[config.mk]
export PLATFORM = sky130hd
export DESIGN_NAME = rf_write_arbiter
export DESIGN_NICKNAME = d
export VERILOG_FILES = /design/src/rtl/rf_pkg.sv /design/src/rtl/wb_slot.sv /design/src/rtl/rf_write_arbiter.sv
export SDC_FILE = /design/constraint.sdc
export NUM_CORES = 1
export LEC_CHECK = 0
export BUFFER_PORTS_ARGS = -buffer_cell sky130_fd_sc_hd__buf_2
export CAP_MARGIN = 15
export CORE_AREA = 2 2 129 131
export CTS_BUF_LIST = sky130_fd_sc_hd__clkbuf_8
export CTS_CLUSTER_SIZE = 10
export DETAILED_ROUTE_END_ITERATION = 6
export DIE_AREA = 0 0 131 133
export PLACE_DENSITY = 0.67
export SLEW_MARGIN = 15
export SYNTH_ARGS = -nofsm -noshare
export SYNTH_HDL_FRONTEND = slang
export SYNTH_SLANG_ARGS = --single-unit
[constraint.sdc]
create_clock -name clk -period 9.95 [get_ports clk]
set_input_delay 1.99 -clock clk [delete_from_list [all_inputs] [get_ports clk]]
set_output_delay 1.99 -clock clk [all_outputs]
set_load 0.05 [all_outputs]
[src/rtl/rf_pkg.sv]
// Shared constants and payload type for the register-file writeback arbiter.
package rf_pkg;

  localparam int unsigned DATA_W  = 32;
  localparam int unsigned ADDR_W  = 5;
  localparam int unsigned NREG    = 1 << ADDR_W;
  localparam int unsigned SRC_ALU = 0;
  localparam int unsigned SRC_LD  = 1;

  typedef struct packed {
    logic [ADDR_W-1:0] addr;
    logic [DATA_W-1:0] data;
  } wb_req_t;

endpackage

[src/rtl/wb_slot.sv]
// One-entry writeback holding slot: accepts a request when empty or being
// granted, and tracks whether its entry arrived after the other slot's entry.
module wb_slot
  import rf_pkg::*;
(
  input  logic    clk,
  input  logic    rst,
  input  logic    i_valid,
  input  wb_req_t i_req,
  input  logic    i_grant,
  input  logic    i_other_full,
  input  logic    i_other_grant,
  output logic    o_ready,
  output logic    o_full,
  output logic    o_age,
  output wb_req_t o_req
);

  logic    r_full;
  logic    r_age;
  wb_req_t r_req;
  logic    w_ready;
  logic    w_load;

  assign w_ready = !rst && (!r_full || i_grant);
  assign w_load  = i_valid && w_ready;

  // The other slot is older only if it keeps its entry through this edge.
  always_ff @(posedge clk or posedge rst) begin
    if (rst) begin
      r_full <= 1'b0;
      r_age  <= 1'b0;
      r_req  <= '0;
    end else if (w_load) begin
      r_full <= 1'b1;
      r_age  <= i_other_full && !i_other_grant;
      r_req  <= i_req;
    end else if (i_grant) begin
      r_full <= 1'b0;
      r_age  <= 1'b0;
    end else if (i_other_grant) begin
      r_age  <= 1'b0;
    end
  end

  assign o_ready = w_ready;
  assign o_full  = r_full;
  assign o_age   = r_age;
  assign o_req   = r_req;

endmodule

[src/rtl/rf_write_arbiter.sv]
// Shares the register file write port between ALU and load writeback using
// oldest-first arbitration, and publishes a pending-write mask for decode.
module rf_write_arbiter
  import rf_pkg::*;
(
  input  logic              clk,
  input  logic              rst,
  input  logic              s0_valid,
  output logic              s0_ready,
  input  logic [ADDR_W-1:0] s0_addr,
  input  logic [DATA_W-1:0] s0_data,
  input  logic              s1_valid,
  output logic              s1_ready,
  input  logic [ADDR_W-1:0] s1_addr,
  input  logic [DATA_W-1:0] s1_data,
  output logic              rf_write,
  output logic [ADDR_W-1:0] rf_waddr,
  output logic [DATA_W-1:0] rf_wdata,
  output logic [NREG-1:0]   pending_mask,
  output logic              busy
);

  logic [1:0]        w_full;
  logic [1:0]        w_age;
  logic [1:0]        w_grant;
  wb_req_t           w_req [2];
  wb_req_t           w_s0_req;
  wb_req_t           w_s1_req;
  wb_req_t           w_sel;
  logic [NREG-1:0]   w_mask;
  logic              r_rf_write;
  logic [ADDR_W-1:0] r_waddr;
  logic [DATA_W-1:0] r_wdata;

  assign w_s0_req = '{addr: s0_addr, data: s0_data};
  assign w_s1_req = '{addr: s1_addr, data: s1_data};

  wb_slot u_slot_alu (
    .clk           (clk),
    .rst           (rst),
    .i_valid       (s0_valid),
    .i_req         (w_s0_req),
    .i_grant       (w_grant[SRC_ALU]),
    .i_other_full  (w_full[SRC_LD]),
    .i_other_grant (w_grant[SRC_LD]),
    .o_ready       (s0_ready),
    .o_full        (w_full[SRC_ALU]),
    .o_age         (w_age[SRC_ALU]),
    .o_req         (w_req[SRC_ALU])
  );

  wb_slot u_slot_ld (
    .clk           (clk),
    .rst           (rst),
    .i_valid       (s1_valid),
    .i_req         (w_s1_req),
    .i_grant       (w_grant[SRC_LD]),
    .i_other_full  (w_full[SRC_ALU]),
    .i_other_grant (w_grant[SRC_ALU]),
    .o_ready       (s1_ready),
    .o_full        (w_full[SRC_LD]),
    .o_age         (w_age[SRC_LD]),
    .o_req         (w_req[SRC_LD])
  );

  // Oldest entry wins; simultaneous arrivals go to ALU so the load lands last.
  always_comb begin
    w_grant = '0;
    if (w_full[SRC_ALU] && (!w_full[SRC_LD] || !w_age[SRC_ALU])) begin
      w_grant[SRC_ALU] = 1'b1;
    end else if (w_full[SRC_LD]) begin
      w_grant[SRC_LD] = 1'b1;
    end
  end

  assign w_sel = w_grant[SRC_LD] ? w_req[SRC_LD] : w_req[SRC_ALU];

  always_ff @(posedge clk or posedge rst) begin
    if (rst) begin
      r_rf_write <= 1'b0;
      r_waddr    <= '0;
      r_wdata    <= '0;
    end else begin
      r_rf_write <= |w_grant;
      if (|w_grant) begin
        r_waddr <= w_sel.addr;
        r_wdata <= w_sel.data;
      end
    end
  end

  always_comb begin
    w_mask = '0;
    for (int unsigned a = 0; a < NREG; a++) begin
      w_mask[a] = (w_full[SRC_ALU] && (w_req[SRC_ALU].addr == ADDR_W'(a))) ||
                  (w_full[SRC_LD]  && (w_req[SRC_LD].addr  == ADDR_W'(a))) ||
                  (r_rf_write      && (r_waddr             == ADDR_W'(a)));
    end
  end

  assign rf_write     = r_rf_write;
  assign rf_waddr     = r_waddr;
  assign rf_wdata     = r_wdata;
  assign pending_mask = w_mask;
  assign busy         = (|w_full) || r_rf_write;

endmodule
-- Word-level counts from Yosys, hierarchy flattened
Index checks and enable logic that the tools add are counted.
- reductions and logical operators: 183
- muxes and demuxes: 10
- eq/ne operators: 93
- operators by type and width (kind ; count):
    $eq A5 B5 Y1 const B ; 48
    $eq A5 B4 Y1 const B ; 24
    $logic_and A1 B1 Y1 ; 102
    $logic_or A1 B1 Y1 ; 68
    $eq A5 B3 Y1 const B ; 12
    $mux W37 ; 1
    $eq A5 B2 Y1 const B ; 6
    $eq A5 B1 Y1 const B ; 3
    $logic_not A5 Y1 ; 3
    $mux W1 ; 9
    $logic_not A1 Y1 ; 5
    $reduce_bool A2 Y1 ; 2
    $reduce_or A2 Y1 ; 2
    $reduce_bool A3 Y1 ; 1
- output and inout bits: 73
- input port bits: 78
- logic and storage cells: 296
- register bits: 115

-- Depth between registers and ports, before layout
Gate-level depths: netlist of the first run.
- depth in word-level cells: 8
- mapped depth: 6
- depth with buffers taken out: 4

-- Modules after synthesis
From an unflattened synthesis of the first run, not the netlist that was laid out.
- cell total of the unflattened synthesis: 531
- area total of the unflattened synthesis: 5918.2 µm²
- by module, submodules not included (module ; cells each ; instances ; area each (µm²) ; sequential area each (µm²)):
    wb_slot ; 89 ; 2 ; 1498.9 ; 975.9
    rf_write_arbiter ; 353 ; 1 ; 2920.3 ; 950.9

-- Worst setup path after synthesis of the first run
No wires, ideal clock.
- path type: input to output
- start: input rst
- end: output s1_ready
- required time: 7.960 ns
- setup slack: 2.860 ns
- data arrival time: 5.100 ns
- stages on the path: 2
- path buffers: 0
- path through: inv_1 and2_1
- cells in the longest elaborated chain, start to end: 2
- RTL lines (item ; RTL line ; RTL):
    start: declaration ; rf_write_arbiter.sv:7 ; input logic rst,
    $logic_not A1 Y1 (no source line) ; - ;
    $logic_and A1 B1 Y1 ; wb_slot.sv:25 ; assign w_ready = !rst && (!r_full || i_grant);
    end: declaration ; rf_write_arbiter.sv:13 ; output logic s1_ready,
Every way passes these cells.

-- Final worst setup path of the first run
Ends and elaborated chain as after synthesis.

==> impl_metrics.env, run 1 <==
export IMPL_status="finished clean"
export IMPL_synthFlopType="dfrtp_1"
export IMPL_required_ns=7.96
export IMPL_synth_avg_cell_area_um2=12.2
export IMPL_tritoncts="built"
export IMPL_seqCellArea_um2=2880
export IMPL_power_density_nw_per_um2=215
export IMPL_intPower_mw=0.936
export IMPL_coreArea_um2=16200
export IMPL_hpwl_um=10000
export IMPL_comb_power_share_pct=28.5
export IMPL_routabilityCongestion=0.908
export IMPL_crit_arrival_ns=2.95
export IMPL_power_clock_fraction_pct=28.8
export IMPL_slowest_stage="inv_4"
export IMPL_fin_ws_ns=5.01
export IMPL_wl_um=15000
export IMPL_p_leak_nw=3.20
export IMPL_synth_edf_count=0
export IMPL_die_x_um=131
export IMPL_slew_headroom_pct=22.8
export IMPL_finalPower_mw=1.46
export IMPL_rows=47
export IMPL_slew_viol_final=0
export IMPL_nets=667
export IMPL_period_needed_ns=4.94
export IMPL_rsz0062_at_grt="no"
export IMPL_setup_worst_path_end_class="output port"
export IMPL_drcViolationCount=0
export IMPL_synth_most_common_cell="dfrtp_1"
export IMPL_routedWlPerCell_um=18.3
export IMPL_multi_input_area_um2=2450
export IMPL_postSynthCellCount=452
export IMPL_post_cts_setup_buffers=0
export IMPL_synth_ff_latch_count=115
export IMPL_maxCapViolations=0
export IMPL_finalHoldViolations=0
export IMPL_crit_path_cell_trace="buf_2 > inv_4 > and2_1 > buf_2"
export IMPL_crit_type="in2out"
export IMPL_yosysWarnings=0
export IMPL_yosysUniqueCellTypes=36
export IMPL_first_global_vias=4426
export IMPL_dr_total_vias=4297
export IMPL_syn_num_nets=530
export IMPL_antenna_found_initial=1
export IMPL_detail_route_vias_per_cell=5.23
export IMPL_clock_skew_ns=0.0113
export IMPL_start_kind="primary input"
export IMPL_die_h_um=133
export IMPL_track_usage_pct=17.6
export IMPL_cts_resized=0
export IMPL_syn_area_um2=5540
export IMPL_port_buffers=150
export IMPL_drt_initial_drc_count=253
export IMPL_grt_max_degree=83
export IMPL_ios=151
export IMPL_ir_drop_uv=139
export IMPL_clk_insertion_delay_late_ns=0.43
export IMPL_hold_buffers=0
export IMPL_hp_class="reg2reg"
export IMPL_switching_share_pct=36.1
export IMPL_post_place_ws_ns=4.97
export IMPL_tns_ns=0
export IMPL_initial_core_util_pct=34.2
export IMPL_clk_pin_slew_ns=0.06
export IMPL_post_route_period_util_pct=49.7
export IMPL_ys_seq_area_share_pct=52.0
export IMPL_synth_async_reset_ratio_pct=100
export IMPL_fmax_mhz=202
export IMPL_yosysTopAreaCell="dfrtp_1"
export IMPL_cts_made_buffers=17
export IMPL_areaGrowthSynthToFinish_pct=22.9
export IMPL_synth_top_area_share_pct=52.0
export IMPL_drive_gt1_share_pct=46.7
export IMPL_htreeDepth=4
export IMPL_switchingPower_mw=0.528
export IMPL_grt_first_pass_wirelength_um=23600
export IMPL_setup_viol=0
export IMPL_grt_overflow_total=0
export IMPL_cts_root_buf="clkbuf_8"
export IMPL_ant_nets=0
export IMPL_pwr_share_seq_pct=42.7
export IMPL_synth_area_leaders="dfrtp_1 52%, mux2_2 11%, mux2_4 5.2%"
export IMPL_max_stage_delay_ns=0.35
export IMPL_worst_path_most_repeated_cell="buf_2"
export IMPL_cts_buffer_depth=2
export IMPL_clock_sinks=115
export IMPL_die_area_um2=17400
export IMPL_synth_commonest_cells="115 x dfrtp_1, 64 x nand2_1, 55 x mux2_2, 24 x o21a_1, 24 x o22a_1"
export IMPL_crit_fanout=37
export IMPL_firstDrtPassIters=5
export IMPL_fillerInstances=1517
export IMPL_tightest_slew_ns=1.15
cell type report:
| type | instances | area share (%) |
|---|---|---|
| diodes | 1 | 0.0368 |
| clock buffers | 20 | 4.05 |
| flip-flops and latches | 115 | 42.3 |
| repair buffers | 153 | 11.6 |
| multi-input cells | 297 | 36.1 |
| well taps | 220 | 4.05 |
| inverters | 5 | 0.313 |
| clock inverters | 10 | 1.60 |
flip-flops by register name, summed over array words and instances (netlist names):
signal and flops:
rf_waddr 5, u_slot_alu.o_age 1, rf_write 1, u_slot_ld.o_full 1
u_slot_alu.o_req 37, u_slot_ld.o_req 37, u_slot_alu.o_full 1, rf_wdata 32
cell usage in the layout (no fill, tap or decap), drive strengths merged, types with 3 or more instances in the layout:
cell type	instances
buf	153
dfrtp	115
mux2	76
nand2	64
o22a	24
o21a	24
a22oi	22
clkbuf	20
or3	12
o221a	11
nor2	9
and4b	9
a32oi	8
nor2b	8
clkinv	6
nor4bb	5
inv	5
and4bb	4
and2	3
and4	3
nand3	3
nor4b	3
through the flow:
step	utilization, %	hold slack, ns	instances	area, um2
finish	42.1	0.499	821	6800
detailed placement	39.7	0.482	790	6410
floorplan	-	0.458	452	5540
global route	42.0	0.509	820	6800
CTS	42.0	0.501	820	6800
global placement	39.5	0.476	789	6390
power groups by stage:
stage                     sequential (mW)  combinational, mW  clock, mW
final                               0.626              0.417      0.421
after global routing                0.638              0.440      0.456
after CTS                           0.624              0.419      0.435
after detailed placement            0.632              0.419          0
after global placement              0.627              0.410          0
after floorplan                     0.716              0.220          0
worst max-delay path, delay by kind of cell:
family        cells  cell delay, ns
buf+inv           3            0.76
simple gates      1            0.20
per-layer routing:
metal	vias up	routed length (um)	share of wire (%)	global-route usage, %
met5	-	13	0.087	0
met4	2	150	1.0	6.21
met3	16	1270	8.5	5.34
met2	196	7170	48	27.7
met1	2137	6410	43	22.9
li1	1946	-	-	-
cell families (layout without fill, tap and decap cells):
logic type	Yosys count	in the layout	synth area share [%]
compound gates	96	96	14.6
buf+inv	40	188	3.80
flops	115	115	52.0
mux	77	77	16.9
other cells	0	1	0
simple gates	124	124	12.7
final timing paths:
path                                                   from  cells after the start  slack, ns                               end
min reg2reg                u_slot_alu.o_req[13]$_DFFE_PP0P_                      1       0.50  u_slot_alu.o_req[13]$_DFFE_PP0P_
max in group asynchronous                               rst                      3       6.94      u_slot_alu.o_age$_DFFE_PP0P_
min                        u_slot_alu.o_req[13]$_DFFE_PP0P_                      1       0.50  u_slot_alu.o_req[13]$_DFFE_PP0P_
min in group asynchronous                               rst                      2       1.61           rf_waddr[1]$_DFFE_PP0P_
max                                                     rst                      4       5.01                          s1_ready
max reg2reg                    u_slot_ld.o_full$_DFFE_PP0P_                      4       7.34    u_slot_ld.o_req[4]$_DFFE_PP0P_
(Power assumes the default switching activity.)
==> inputs of run 2 (changes only) <==
Settings changed: PLACE_DENSITY 0.67 to 0.69.
Clock period 9.95 ns to 4.2 ns, I/O delays scaled along.
==> impl_metrics.env, run 2 (synthesized netlist as in run 1, its figures left out) <==
export IMPL_areaGrowthSynthToFinish_pct=24.3
export IMPL_holdPathEnd="rf_wdata[25]$_DFFE_PP0P_"
export IMPL_clock_sinks=115
export IMPL_rr_startpoint="u_slot_alu.o_full$_DFFE_PP0P_"
export IMPL_nets=673
export IMPL_first_global_vias=4575
export IMPL_post_route_period_util_pct=74.1
export IMPL_place_inst=796
export IMPL_cts_root_buf="clkbuf_8"
export IMPL_pwr_share_seq_pct=41.3
export IMPL_post_cts_setup_buffers=0
export IMPL_cts_buffer_depth=2
export IMPL_clk_insertion_delay_late_ns=0.42
export IMPL_dr_total_vias=4354
export IMPL_rrSetupSlack_ns=1.88
export IMPL_start_kind="flop"
export IMPL_slowest_stage="nor4b_1"
export IMPL_min_delay_start="u_slot_ld.o_req[25]$_DFFE_PP0P_"
export IMPL_die_area_um2=17400
export IMPL_required_ns=3.36
export IMPL_maxCapViolations=0
export IMPL_regToRegEndpoint="u_slot_ld.o_req[4]$_DFFE_PP0P_"
export IMPL_reg2reg_depth=5
export IMPL_initial_core_util_pct=34.2
export IMPL_antenna_found_initial=2
export IMPL_drt_initial_drc_count=235
export IMPL_setup_worst_path_end_class="output port"
export IMPL_crit_type="reg2out"
export IMPL_ant_nets=0
export IMPL_track_usage_pct=18.1
export IMPL_tritoncts="built"
export IMPL_finalHoldViolations=0
export IMPL_status="finished clean"
export IMPL_cts_made_buffers=17
export IMPL_htreeDepth=4
export IMPL_period_needed_ns=3.11
export IMPL_drive_gt1_share_pct=46.9
export IMPL_hold_buffers=0
export IMPL_crit_path_cell_trace="nor4b_1 > a22oi_1 > nand2_1 > buf_2"
export IMPL_die_h_um=133
export IMPL_power_density_nw_per_um2=519
export IMPL_crit_fanout=13
export IMPL_grt_overflow_total=0
export IMPL_setup_worst_path_start="rf_waddr[2]$_DFFE_PP0P_"
export IMPL_routabilityCongestion=0.889
export IMPL_die_x_um=131
export IMPL_switching_share_pct=34.9
export IMPL_clock_skew_ns=0.00762
export IMPL_setup_viol=0
export IMPL_fin_util_pct=42.5
export IMPL_switchingPower_mw=1.25
export IMPL_p_leak_nw=3.25
export IMPL_finalPower_mw=3.57
export IMPL_routedWlPerCell_um=18.5
export IMPL_grt_max_degree=45
export IMPL_max_stage_delay_ns=0.74
export IMPL_fmax_mhz=321
export IMPL_detail_route_vias_per_cell=5.25
export IMPL_slew_viol_final=0
export IMPL_port_buffers=150
export IMPL_hold_path_depth=1
export IMPL_hp_class="reg2reg"
export IMPL_rsz0062_at_grt="no"
export IMPL_cts_resized=0
export IMPL_final_cells=829
export IMPL_multi_input_area_um2=2450
export IMPL_firstDrtPassIters=5
export IMPL_rows=47
export IMPL_ios=151
export IMPL_hpwl_um=10600
export IMPL_wl_um=15300
export IMPL_slew_headroom_pct=25.2
export IMPL_coreArea_um2=16200
export IMPL_intPower_mw=2.32
export IMPL_fillerInstances=1535
export IMPL_comb_power_share_pct=28.0
export IMPL_ir_drop_uv=267
export IMPL_crit_arrival_ns=2.27
export IMPL_mostFrequentLayoutCells="150 x buf_2, 115 x dfrtp_1, 64 x nand2_1"
export IMPL_tightest_slew_ns=1.12
export IMPL_drcViolationCount=0
export IMPL_clk_pin_slew_ns=0.07
export IMPL_seqCellArea_um2=2880
export IMPL_final_common_cell="buf_2"
export IMPL_grt_first_pass_wirelength_um=24200
export IMPL_power_clock_fraction_pct=30.7
export IMPL_tns_ns=0
run 2: through the flow:
stage | hold WS (ns) | cell area, um2 | setup slack, ns
finish | 0.495 | 6880 | 1.09
global route | 0.505 | 6880 | 0.856
CTS | 0.500 | 6880 | 1.10
detailed placement | 0.483 | 6450 | 1.60
global placement | 0.468 | 6450 | 1.62
floorplan | 0.458 | 5540 | 0.230
run 2: layout make-up:
class,instances,area share (%)
antenna,1,0.0364
clock buffer,19,3.80
clock inverter,13,2.42
inverter,5,0.327
multi-input combinational,297,35.7
sequential,115,41.8
tap,220,4.00
timing repair buffer,159,11.9
run 2: metal layers:
| metal | vias up | global-route usage, % | part of all wire, % |
|---|---|---|---|
| li1 | 1957 | - | - |
| met1 | 2162 | 23.1 | 42 |
| met2 | 205 | 28.8 | 48 |
| met3 | 28 | 6.15 | 8.0 |
| met4 | 2 | 5.61 | 1.7 |
| met5 | - | 0 | 0.085 |
run 2: power by group through the flow:
| stage | logic [mW] | registers (mW) | clock network (mW) |
|---|---|---|---|
| 6_report | 1.00 | 1.47 | 1.10 |
| 5_1_grt | 1.06 | 1.50 | 1.19 |
| 4_1_cts | 1.01 | 1.47 | 1.13 |
| 3_5_place_dp | 1.01 | 1.49 | 0 |
| 3_3_place_gp | 0.992 | 1.48 | 0 |
| 2_1_floorplan | 0.522 | 1.70 | 0 |
run 2: critical path, delay by kind of cell (launching register included):
kind	cells	cell delay, ns
AO/OA/AOI/OAI	1	0.21
AND/OR/NAND/NOR	2	0.87
buffers and inverters	1	0.26
flip-flops	1	0.52
run 2: worst max-delay path by stage:
stage | endpoint | slack, ns | cells past startpoint
2_1_floorplan | s1_ready | 0.23 | 2
3_3_place_gp | pending_mask[7] | 1.62 | 4
3_5_place_dp | pending_mask[0] | 1.60 | 4
4_1_cts | pending_mask[0] | 1.10 | 4
5_1_grt | pending_mask[3] | 0.86 | 4
6_report | pending_mask[0] | 1.09 | 4
